## src/rtl/pc_sequencer_if.sv

```systemverilog
// -----------------------------------------------------------------------------
// pc_sequencer_if
// Bundle between the control unit and the program-counter sequencer.
//
// Signals:
//   PCI, BRANCH, BR_REL, CALL, RET  control strobes (control unit -> sequencer)
//   addr_in      [ADDR_W]           branch/call target or relative offset
//   addr_out     [ADDR_W]           current instruction address
//   stack_cnt    [CNT_W]            occupied return-address entries
//   stack_full, stack_empty         stack occupancy flags
//   ovf_err, unf_err                sticky stack fault flags
//
// Modports:
//   master  control-unit side (drives strobes, observes status)
//   slave   sequencer side
// -----------------------------------------------------------------------------
interface pc_sequencer_if #(
   parameter int unsigned ADDR_W      = 8,
   parameter int unsigned STACK_DEPTH = 4
);
   localparam int unsigned CNT_W = $clog2(STACK_DEPTH) + 1;

   logic              PCI;
   logic              BRANCH;
   logic              BR_REL;
   logic              CALL;
   logic              RET;
   logic [ADDR_W-1:0] addr_in;
   logic [ADDR_W-1:0] addr_out;
   logic [CNT_W-1:0]  stack_cnt;
   logic              stack_full;
   logic              stack_empty;
   logic              ovf_err;
   logic              unf_err;

   modport master (
      output PCI, BRANCH, BR_REL, CALL, RET, addr_in,
      input  addr_out, stack_cnt, stack_full, stack_empty, ovf_err, unf_err
   );

   modport slave (
      input  PCI, BRANCH, BR_REL, CALL, RET, addr_in,
      output addr_out, stack_cnt, stack_full, stack_empty, ovf_err, unf_err
   );
endinterface

```

## src/rtl/pc_sequencer.sv

```systemverilog
// -----------------------------------------------------------------------------
// pc_sequencer
// Program counter with increment, absolute/relative branch, and CALL/RET
// backed by a hardware return-address stack with sticky fault flags.
//
// Ports:
//   clk    rising-edge clock
//   RST_N  asynchronous active-low reset
//   bus    pc_sequencer_if.slave: control strobes and addr_in in; addr_out,
//          stack_cnt, stack_full, stack_empty, ovf_err, unf_err out
//
// Strobe priority: RET > CALL > BRANCH > PCI > hold. Every update lands on
// addr_out one edge after the strobes are sampled.
// -----------------------------------------------------------------------------
module pc_sequencer #(
   parameter int unsigned      ADDR_W      = 8,
   parameter int unsigned      STACK_DEPTH = 4,
   parameter logic [ADDR_W-1:0] RESET_ADDR = '0
) (
   input logic           clk,
   input logic           RST_N,
   pc_sequencer_if.slave bus
);
   localparam int unsigned CNT_W = $clog2(STACK_DEPTH) + 1;
   localparam int unsigned PTR_W = $clog2(STACK_DEPTH);

   // Winning operation after priority resolution
   typedef enum logic [2:0] {
      OpHold,
      OpInc,
      OpBranch,
      OpCall,
      OpRet
   } op_e;

   // State
   logic [ADDR_W-1:0] r_addr;
   logic [CNT_W-1:0]  r_cnt;
   logic              r_ovf;
   logic              r_unf;
   logic [ADDR_W-1:0] r_stack [STACK_DEPTH];

   // Next-state and decode
   op_e               w_op;
   logic [ADDR_W-1:0] w_addr_nxt;
   logic [CNT_W-1:0]  w_cnt_nxt;
   logic              w_ovf_nxt;
   logic              w_unf_nxt;
   logic              w_push;
   logic [ADDR_W-1:0] w_push_data;
   logic [PTR_W-1:0]  w_push_idx;
   logic [PTR_W-1:0]  w_top_idx;
   logic              w_full;
   logic              w_empty;

   assign w_full  = (r_cnt == CNT_W'(STACK_DEPTH));
   assign w_empty = (r_cnt == '0);

   // Push lands at entry stack_cnt; top of stack is entry stack_cnt-1.
   // Both are only used when the count is in range, so truncation is safe.
   assign w_push_idx  = r_cnt[PTR_W-1:0];
   assign w_top_idx   = PTR_W'(r_cnt - CNT_W'(1));
   assign w_push_data = r_addr + ADDR_W'(1);

   // Priority decode: lower-priority strobes are ignored entirely
   always_comb begin
      w_op = OpHold;
      if (bus.RET) begin
         w_op = OpRet;
      end else if (bus.CALL) begin
         w_op = OpCall;
      end else if (bus.BRANCH) begin
         w_op = OpBranch;
      end else if (bus.PCI) begin
         w_op = OpInc;
      end
   end

   always_comb begin
      w_addr_nxt = r_addr;
      w_cnt_nxt  = r_cnt;
      w_ovf_nxt  = r_ovf;
      w_unf_nxt  = r_unf;
      w_push     = 1'b0;

      unique case (w_op)
         OpRet: begin
            if (w_empty) begin
               w_unf_nxt = 1'b1;
            end else begin
               w_addr_nxt = r_stack[w_top_idx];
               w_cnt_nxt  = r_cnt - CNT_W'(1);
            end
         end
         OpCall: begin
            if (w_full) begin
               w_ovf_nxt = 1'b1;
            end else begin
               w_push     = 1'b1;
               w_addr_nxt = bus.addr_in;
               w_cnt_nxt  = r_cnt + CNT_W'(1);
            end
         end
         OpBranch: begin
            // Relative offset is two's complement; modular add handles sign
            w_addr_nxt = bus.BR_REL ? (r_addr + bus.addr_in) : bus.addr_in;
         end
         OpInc: begin
            w_addr_nxt = r_addr + ADDR_W'(1);
         end
         OpHold: begin
            w_addr_nxt = r_addr;
         end
         default: begin
            w_addr_nxt = r_addr;
         end
      endcase
   end

   always_ff @(posedge clk or negedge RST_N) begin
      if (!RST_N) begin
         r_addr <= RESET_ADDR;
         r_cnt  <= '0;
         r_ovf  <= 1'b0;
         r_unf  <= 1'b0;
      end else begin
         r_addr <= w_addr_nxt;
         r_cnt  <= w_cnt_nxt;
         r_ovf  <= w_ovf_nxt;
         r_unf  <= w_unf_nxt;
      end
   end

   // Stack storage needs no reset: entries above stack_cnt are never read
   always_ff @(posedge clk) begin
      if (w_push) begin
         r_stack[w_push_idx] <= w_push_data;
      end
   end

   assign bus.addr_out    = r_addr;
   assign bus.stack_cnt   = r_cnt;
   assign bus.stack_full  = w_full;
   assign bus.stack_empty = w_empty;
   assign bus.ovf_err     = r_ovf;
   assign bus.unf_err     = r_unf;
endmodule

```

## src/flat_wrapper.sv

```systemverilog
// flat-port wrapper written by rule: the top's interface ports become plain ports
module pc_sequencer_flat 
#(
   parameter int unsigned      ADDR_W      = 8,
   parameter int unsigned      STACK_DEPTH = 4,
   parameter logic [ADDR_W-1:0] RESET_ADDR = '0
)
  (clk, RST_N, bus_PCI, bus_BRANCH, bus_BR_REL, bus_CALL, bus_RET, bus_addr_in, bus_addr_out, bus_stack_cnt, bus_stack_full, bus_stack_empty, bus_ovf_err, bus_unf_err);
  pc_sequencer_if #(.ADDR_W(ADDR_W), .STACK_DEPTH(STACK_DEPTH)) bus_i ();
  input logic clk;
  input logic RST_N;
  input wire logic [$bits(bus_i.PCI)-1:0] bus_PCI;
  input wire logic [$bits(bus_i.BRANCH)-1:0] bus_BRANCH;
  input wire logic [$bits(bus_i.BR_REL)-1:0] bus_BR_REL;
  input wire logic [$bits(bus_i.CALL)-1:0] bus_CALL;
  input wire logic [$bits(bus_i.RET)-1:0] bus_RET;
  input wire logic [$bits(bus_i.addr_in)-1:0] bus_addr_in;
  output wire logic [$bits(bus_i.addr_out)-1:0] bus_addr_out;
  output wire logic [$bits(bus_i.stack_cnt)-1:0] bus_stack_cnt;
  output wire logic [$bits(bus_i.stack_full)-1:0] bus_stack_full;
  output wire logic [$bits(bus_i.stack_empty)-1:0] bus_stack_empty;
  output wire logic [$bits(bus_i.ovf_err)-1:0] bus_ovf_err;
  output wire logic [$bits(bus_i.unf_err)-1:0] bus_unf_err;
  assign bus_i.PCI = bus_PCI;
  assign bus_i.BRANCH = bus_BRANCH;
  assign bus_i.BR_REL = bus_BR_REL;
  assign bus_i.CALL = bus_CALL;
  assign bus_i.RET = bus_RET;
  assign bus_i.addr_in = bus_addr_in;
  assign bus_addr_out = bus_i.addr_out;
  assign bus_stack_cnt = bus_i.stack_cnt;
  assign bus_stack_full = bus_i.stack_full;
  assign bus_stack_empty = bus_i.stack_empty;
  assign bus_ovf_err = bus_i.ovf_err;
  assign bus_unf_err = bus_i.unf_err;
  pc_sequencer #(.ADDR_W(ADDR_W), .STACK_DEPTH(STACK_DEPTH), .RESET_ADDR(RESET_ADDR)) u_core (.clk(clk), .RST_N(RST_N), .bus(bus_i));
endmodule
```

## config.mk

```make
export PLATFORM = sky130hd
export DESIGN_NAME = pc_sequencer_flat
export DESIGN_NICKNAME = d
export VERILOG_FILES = /design/src/rtl/pc_sequencer_if.sv /design/src/rtl/pc_sequencer.sv /design/src/flat_wrapper.sv
export SDC_FILE = /design/constraint.sdc
export NUM_CORES = 1
export LEC_CHECK = 0
export CAP_MARGIN = 20
export CORE_AREA = 2 2 71 90
export DETAILED_ROUTE_END_ITERATION = 8
export DIE_AREA = 0 0 73 92
export PLACE_DENSITY = 0.77
export SYNTH_ARGS = -nofsm -noshare
export SYNTH_HDL_FRONTEND = slang
export SYNTH_SLANG_ARGS = --single-unit
```

## constraint.sdc

```tcl
create_clock -name clk -period 1.9 [get_ports clk]
set_input_delay 0.38 -clock clk [delete_from_list [all_inputs] [get_ports clk]]
set_output_delay 0.38 -clock clk [all_outputs]
set_load 0.01 [all_outputs]
```

Word level (Yosys, flattened, before mapping)
Memories as Yosys holds them, arrays and structs flattened.
Index checks and enable logic that the tools add are counted.
- register bits: 13
- latch bits: 0
- RAM bits: 32
- bits in read-only memories: 0
- input bits: 15
- output and inout port bits: 15
- word-level logic and storage cells: 38
- memories kept: 1
- add/subtract/negate cells: 4
- multipliers: 0
- div/mod/pow operators: 0
- magnitude comparators: 0
- equality and inequality tests: 7
- shift-type cells: 0
- multiplexer cells: 15
- bitwise operators: 0
- reductions and logical operators: 7
- memory list (name ; depth ; width ; rd ports ; clocked after memory_dff ; wr ports ; RTL line ; text):
    u_core.r_stack ; 4 ; 8 ; 1 ; 0 ; 1 ; pc_sequencer.sv:41 ; logic [ADDR_W-1:0] r_stack [STACK_DEPTH];
- operator list (kind ; number):
    8-bit case mux with 4 select lines ; 1
    8-bit 2-to-1 mux ; 3
    3-bit 2-to-1 mux ; 5
    8-bit by 1-bit adder with 8-bit output, second input constant ; 1
    8-bit adder ; 1
    3-bit by 2-bit == test with 1-bit output, second input constant ; 2
    3-bit == test, second input constant ; 2
    3-bit case mux with 2 select lines ; 1
    3-bit AND reduction ; 2
    1-bit 2-to-1 mux ; 5
    2-bit inequality test, second input constant ; 2
    2-bit AND reduction ; 2
    4-bit nonzero test ; 1
    3-bit by 1-bit adder with 3-bit output, second input constant ; 1
    3-bit by 1-bit == test with 1-bit output, second input constant ; 1
    3-bit logical NOT ; 1
    3-bit by 1-bit subtractor with 3-bit output, second input constant ; 1
    2-bit nonzero test ; 1

Logic depth before layout (Yosys ltp)
Gate-level depths: netlist (run 1).
- depth after elaboration: 8
- gate-level depth with buffers: 9
- depth with buffers taken out: 9

Worst setup path before layout (run 1)
OpenSTA, ideal clock, no wires.
- path kind: reg-to-reg
- start point: register u_core.r_addr[0], in the netlist u_core.bus.addr_out[0]
- end point: register u_core.r_addr[6], in the netlist u_core.bus.addr_out[6]
- library setup time: 134 ps
- arrival: 1973 ps
- required time: 1766 ps
- slack: -208 ps
- cell stages (with the launch flop): 10
- buffers on the path: 0
- clock period less this slack: 2108 ps
- cell sequence: dfrtp_1 -> ha_1 -> inv_1 -> fa_1 -> nor2b_1 -> o21a_1 -> o21ai_1 -> nor4bb_1 -> o41ai_1 -> a21oi_1
- word-level cells in the longest chain between the ends: 3
- elaborated cells between the ends (all ways): 4
- those cells by class: 2 x add/sub; 2 x mux
- RTL lines (item ; RTL line ; text):
    from (decl) ; pc_sequencer.sv:37 ; logic [ADDR_W-1:0] r_addr;
    from (signal assigned) ; pc_sequencer.sv:127 ; r_addr <= w_addr_nxt;
    8-bit adder ; pc_sequencer.sv:106 ; w_addr_nxt = bus.BR_REL ? (r_addr + bus.addr_in) : bus.addr_in;
    8-bit 2-to-1 mux ; pc_sequencer.sv:106 ;
    8-bit case mux with 4 select lines * ; pc_sequencer.sv:86 ; unique case (w_op)
Mark *: on every way between the ends. The rest lies on a longest branch, timed or not.
A chain may end at the register's enable or synchronous reset.

Worst setup path after layout (run 1)
- start point: register u_core.r_addr[0], in the netlist u_core.bus.addr_out[0]
- end point: register u_core.r_addr[4], in the netlist u_core.bus.addr_out[4]
Same word-level chain as after synthesis.

==> metrics, run 1 <==
Post-route DRC=0; worst min-delay path category=primary input to async pin; Synth area leader=edfxtp_1; non-filler instance count after layout=369; number of filler cells placed in the layout=473; Die Area=0.006716 sq mm; Root Driver=clkbuf_8; Core Region=0.005966 sq mm; First-pass DRT Iterations=4; Diodes inserted=0; largest net degree at the start of global routing=17; worst-margin pin slew=0.4953 ns; peak supply drop=667.5 uV; Flop pwr share=29.5%; PD cells=1505 mW/mm^2; EDFF count, synth=32; Port Buffers=29; Site Rows=32; IO Pins=30; sw frac=37.66%; # hold bufs at CTS=0; Crit path required time=2.12 ns; synth top area cells=edfxtp_1, dfrtp_1, mux4_1; Mapped Area=0.002556 sq mm; # clock sinks=45; most frequent cell after synthesis=edfxtp_1; DPL Wire Length=4978 um; Setup-failing EPs final=3; initial antenna violation count=0; Die H=92 um; clock network fraction of total power=11.5%; syn nets=242; Synth Area per Inst=12.00 sq um; Lkg Pwr=1.482 nW; CP Class=register to register; # placed instances=359; Avg WL per Cell=17.18 um; Crit. End Element=register; Psw=2.043 mW; Internal Power=3.381 mW; vias per cell=5.588; global route overflow=0; die width=73 um; R2R Setup Slk=-0.02 ns; starting density of the core=42.85%; Slew Limit Fails=0; final WL=6338 um; first-pass GRT wire length=9860 um; warnings from Yosys=0; final antenna-violating net count=0; vias in the first global route=2162; Comb power frac=59.0%; Final Hold Viols=0; max-cap violations=0; share of layout cells above drive strength 1=32.23%; FFs w/ async S/R, synth=28.89%; Worst R2R Path Depth=9; CP Launch Type=register; Gate Count Post-Synth=213; RSZ-0062 raised after global routing=yes; top post-synthesis cells by count=edfxtp_1, nand2_1, nor2_1; routability cong.=0.8753; FF-to-FF End=u_core.bus.addr_out[4]; Worst-Skew Late Latency=0.30 ns; via count=2062; total track usage=19.69%; TritonCTS clock tree=built; clock buffer depth=2; Syn-to-layout area delta=41.02%; period utilisation layout=101.0%; top_reg_cell synth=edfxtp_1; post-synth top area share=37.59%; Final Worst Setup Slack=-0.01950 ns; clock transition at the registers of the reported paths=0.09 ns; Netlist cell types=49; H-Tree Depth=2; Clock Skews=0.008146 ns; status=finished with violations; register bit total from synthesis=45; CTS Buf Count=5; Seq/Total Area, Yosys=50.32%; violated checks=negative setup slack; final worst path period need=1.920 ns; Final #Nets=329; DRT iter0 DRCs=108; Max Freq=0.5210 GHz; CP max FO=2; Cell Area, Placed=0.003435 sq mm; WP data arrival=2.14 ns; worst rel slew slack=66.74%; RR Startpoint=u_core.bus.addr_out[0]; Final Cell Area=0.003605 sq mm
## final cells by class
type	count	area [sq um]	share of cell area (%)
tap	68	85.08	2.360
timing repair buffer	87	754.5	20.93
clock inverter	3	25.02	0.6942
clock buffer	5	68.82	1.909
inverter	12	45.04	1.250
multi-input combinational	149	1338	37.11
sequential	45	1289	35.75
## cells in the final DEF, fill, tap and decap left out, types with 4 or more instances in the layout
cell type	count
a21o_1	4
a21oi_1	11
and3_1	6
buf_4	55
clkbuf_8	5
clkdlybuf4s50_1	19
dfrtp_1	11
dlygate4sd2_1	9
edfxtp_1	32
ha_1	6
ha_4	7
inv_1	9
mux4_1	7
nand2_1	17
nand3_1	5
nor2_1	16
o21ai_0	7
xnor2_1	8
## how the worst max path moves through the flow
| stage | from | endpoint | slack (ns) | depth (start not counted) |
|---|---|---|---|---|
| after floorplan | u_core.bus.addr_out[0] | u_core.bus.addr_out[6] | -0.05 | 9 |
| after global routing | u_core.bus.addr_out[0] | u_core.bus.addr_out[6] | -0.14 | 9 |
| after detailed placement | bus_addr_in[0] | u_core.bus.addr_out[6] | -0.67 | 10 |
| after global placement | bus_addr_in[0] | u_core.bus.addr_out[6] | -0.57 | 10 |
| final | u_core.bus.addr_out[0] | u_core.bus.addr_out[4] | -0.02 | 9 |
| after CTS | u_core.bus.addr_out[0] | u_core.bus.addr_out[6] | -0.08 | 9 |
## critical path: stages, from the launching register on
cell      delay (ns)
dfrtp_2         0.41
ha_4            0.15
inv_2           0.04
fa_2            0.34
nor2b_1         0.13
o21a_1          0.15
or3_1           0.11
nand2_1         0.05
o2111a_1        0.24
o31ai_2         0.23
## stage by stage
| stage | utilization, % | TNS, ns | total power [mW] | worst slack [ns] | hold WS (ns) |
|---|---|---|---|---|---|
| 2_1_floorplan | - | -0.08192 | 3.343 | -0.04813 | 0.08441 |
| 4_1_cts | 59.40 | -0.1230 | 5.350 | -0.08465 | 0.3815 |
| 3_3_place_gp | 57.57 | -3.270 | 4.577 | -0.5697 | 0.4390 |
| 6_report | 60.42 | -0.05372 | 5.424 | -0.01950 | 0.3891 |
| 5_1_grt | 60.42 | -0.3548 | 5.777 | -0.1403 | 0.3936 |
| 3_5_place_dp | 57.57 | -4.380 | 4.663 | -0.6664 | 0.4431 |
## what timing repair did
| item | 4_1_cts | 5_1_grt |
|---|---|---|
| setup buffers | 0 | 2 |
| gates resized for setup | 15 | 11 |
| pin swaps | 9 | 7 |
| endpoints found under the setup margin | 7 | 4 |
## state kept, by name, summed over array words and instances, names as in the netlist
| name | cells |
|---|---|
| u_core.bus.stack_cnt | 3 |
| u_core.r_stack | 32 |
| u_core.bus.addr_out | 8 |
| u_core.bus.ovf_err | 1 |
| u_core.bus.unf_err | 1 |
## power groups by stage
| stage | combinational [mW] | sequential [mW] | clock [mW] |
|---|---|---|---|
| floorplan | 1.62 | 1.73 | 0 |
| global placement | 2.97 | 1.61 | 0 |
| detailed placement | 3.05 | 1.62 | 0 |
| CTS | 3.10 | 1.60 | 0.644 |
| global route | 3.46 | 1.63 | 0.689 |
| finish | 3.20 | 1.60 | 0.622 |
## per-layer routing
metal / share of wire, % / vias to the layer above / GRT usage (%)
met4: 5.1 / 0 / 12.35
li1: - / 988 / -
met2: 53 / 49 / 35.66
met1: 39 / 998 / 20.48
met5: 0 / - / 0
met3: 2.7 / 27 / 2.857
## cells by family after synthesis
family,after synthesis,synth area share [%]
compound gates,49,13.46
xor+xnor,12,4.112
fa+ha+maj,14,7.147
buf+inv,19,3.328
flops,45,50.32
mux,11,9.300
simple gates,63,12.34
No activity file was read; power rests on OpenSTA's default activity.
==> run 2: changes to the inputs <==
- DONT_BUFFER_PORTS: not set -> 1
- MAX_ROUTING_LAYER: not set -> met4
- PLACE_DENSITY: 0.77 -> 0.7
- TNS_END_PERCENT: not set -> 10
==> run 2 against run 1 <==
Effect of this change: the run still ends with negative setup slack left; die area unchanged; count of clock-buffer cells in the layout up 1; core utilization shrank 8.9 points; sequential power about the same; wire length decreased by 9.3%; worst hold slack worse by 0.23 ns; non-clock buffer count fell by 56; global-route usage is 1.2 points lower; critical path type unchanged; critical endpoint is now u_core.bus.addr_out[7]; largest power group unchanged; highest routed layer unchanged.
==> metrics, run 2 (same netlist as run 1, synthesis figures left out) <==
status=finished with violations; violated checks=negative setup slack; vias in the first global route=1895; share of layout cells above drive strength 1=25.71%; die width=73 um; pre-CTS setup slack=-0.1876 ns; starting density of the core=42.85%; worst-margin pin slew=0.6913 ns; Crit. End Element=register; # placed instances=304; period utilisation layout=101.1%; commonest non-fill, non-tap cell in the layout=edfxtp_1; crit path capture=u_core.bus.addr_out[7]; PD cells=1625 mW/mm^2; DRT iter0 DRCs=95; max-cap violations=0; worst min-delay path category=primary input to register; Cell Area, Placed=0.002845 sq mm; Die H=92 um; total track usage=18.47%; commonest cells after routing, fill and taps aside=edfxtp_1, buf_4, nand2_1, nor2_1, dfrtp_1; Port Buffers=0; peak supply drop=470.8 uV; Final Cell Area=0.003077 sq mm; max reg flops=32; Final Hold Viols=0; Lkg Pwr=1.208 nW; Root Driver=clkbuf_8; Worst-Skew Late Latency=0.30 ns; Final #Nets=273; RR Startpoint=u_core.bus.addr_out[2]; first-pass GRT wire length=9259 um; clock transition at the registers of the reported paths=0.09 ns; Clock Skews=0.007526 ns; Final Worst Setup Slack=-0.02015 ns; Max Freq=0.5208 GHz; Site Rows=32; WP data arrival=2.16 ns; # clock sinks=45; final worst path period need=1.920 ns; largest net degree at the start of global routing=16; crit-path cells=ha_4 -> o21ai_1 -> o21bai_1 -> o22ai_2 -> mux2_4 -> or3_1 -> nand4_1; Worst R2R Path Depth=7; First-pass DRT Iterations=4; CP Class=register to register; TritonCTS clock tree=built; Die Area=0.006716 sq mm; non-filler instance count after layout=313; Core Region=0.005966 sq mm; FF-to-FF End=u_core.bus.addr_out[7]; R2R Setup Slk=-0.02 ns; DPL Wire Length=4322 um; Avg WL per Cell=18.37 um; Setup TNS=-0.02326 ns; critical path depth in cells=7; Slowest-stage cell, CP=dfrtp_1; area used by multi-input combinational logic=0.001296 sq mm; Syn-to-layout area delta=20.36%; routability cong.=0.8465; worst rel slew slack=53.76%; hold_ws=0.1578 ns; Slew Limit Fails=0; worst path buffer plus inverter count=0; H-Tree Depth=2; IO Pins=30; CP Launch Type=register; final antenna-violating net count=0; peak per-stage delay on the critical path=0.43 ns; RSZ-0062 raised after global routing=yes; Biggest register=u_core.r_stack; FF/Latch Area=0.001287 sq mm; clock buffer depth=2; Post-route DRC=0; initial antenna violation count=0; via count=1820; Setup-failing EPs final=2; number of filler cells placed in the layout=503; Crit path required time=2.14 ns; global route overflow=0; Diodes inserted=0; vias per cell=5.815; CP top delay family=compound AO/OA/AOI/OAI gates; CTS Buf Count=5; CP max FO=3; final WL=5750 um; worst setup path startpoint=u_core.bus.addr_out[2]
[run 2: cell types whose count changed in the layout (fill, tap and decap cells not counted), sizes merged, moves of 2 or more]
cell / change
dlygate4sd2: -9
buf: -28
clkdlybuf4s50: -19
inv: -2
[run 2: how the worst min path moves through the flow]
stage | startpoint | endpoint | slack [ns] | cells past startpoint
after floorplan | RST_N | u_core.bus.addr_out[0] | 0.08 | 0
after global placement | RST_N | u_core.bus.unf_err | 0.08 | 0
after detailed placement | RST_N | u_core.bus.unf_err | 0.08 | 0
after CTS | bus_RET | u_core.bus.stack_cnt[2] | 0.16 | 1
after global routing | bus_RET | u_core.bus.stack_cnt[2] | 0.16 | 1
final | bus_RET | u_core.bus.stack_cnt[2] | 0.16 | 1
[run 2: what timing repair did]
action | in CTS | in global routing
endpoints found under the hold margin | 13 | 0
setup endpoints to repair | 4 | 5
setup buffers | 0 | 0
resized for setup | 15 | 9
hold buffers | 1 | 0
pin swaps | 9 | 1
[run 2: cell type report]
type	instances	area share, %
clock buffer	6	2.359
clock inverter	2	1.261
inverter	12	1.464
multi-input combinational	149	42.13
sequential	45	41.85
tap	68	2.765
timing repair buffer	31	8.174
[run 2: stage by stage]
step	utilization, %	power, mW
global route	51.57	5.350
floorplan	-	3.221
global placement	47.69	3.992
detailed placement	47.69	4.064
CTS	51.05	4.943
finish	51.57	4.999
[run 2: routing by layer]
layer,GRT usage (%),part of all wire (%),vias to the layer above
li1,-,-,874
met1,21.56,40,885
met2,31.61,53,46
met3,2.418,3.5,15
met4,7.407,2.8,0
met5,-,0,-
[run 2: power by group]
group	internal, mW	switching (mW)	total [mW]
Clock	0.395	0.330	0.724
Combinational	1.30	1.39	2.68
Sequential	1.44	0.153	1.59
Total	3.13	1.87	5.00
[run 2: worst register-to-register path, cell delays in order (launching register included)]
cell	delay (ns)
dfrtp_1	0.43
ha_4	0.29
o21ai_1	0.05
o21bai_1	0.26
o22ai_2	0.14
mux2_4	0.32
or3_1	0.30
nand4_1	0.07
==> run 3: changes to the inputs <==
- SLEW_MARGIN: not set -> 20
==> results of run 3 <==
The final DEF is identical to that of run 2; final timing and power are the same.
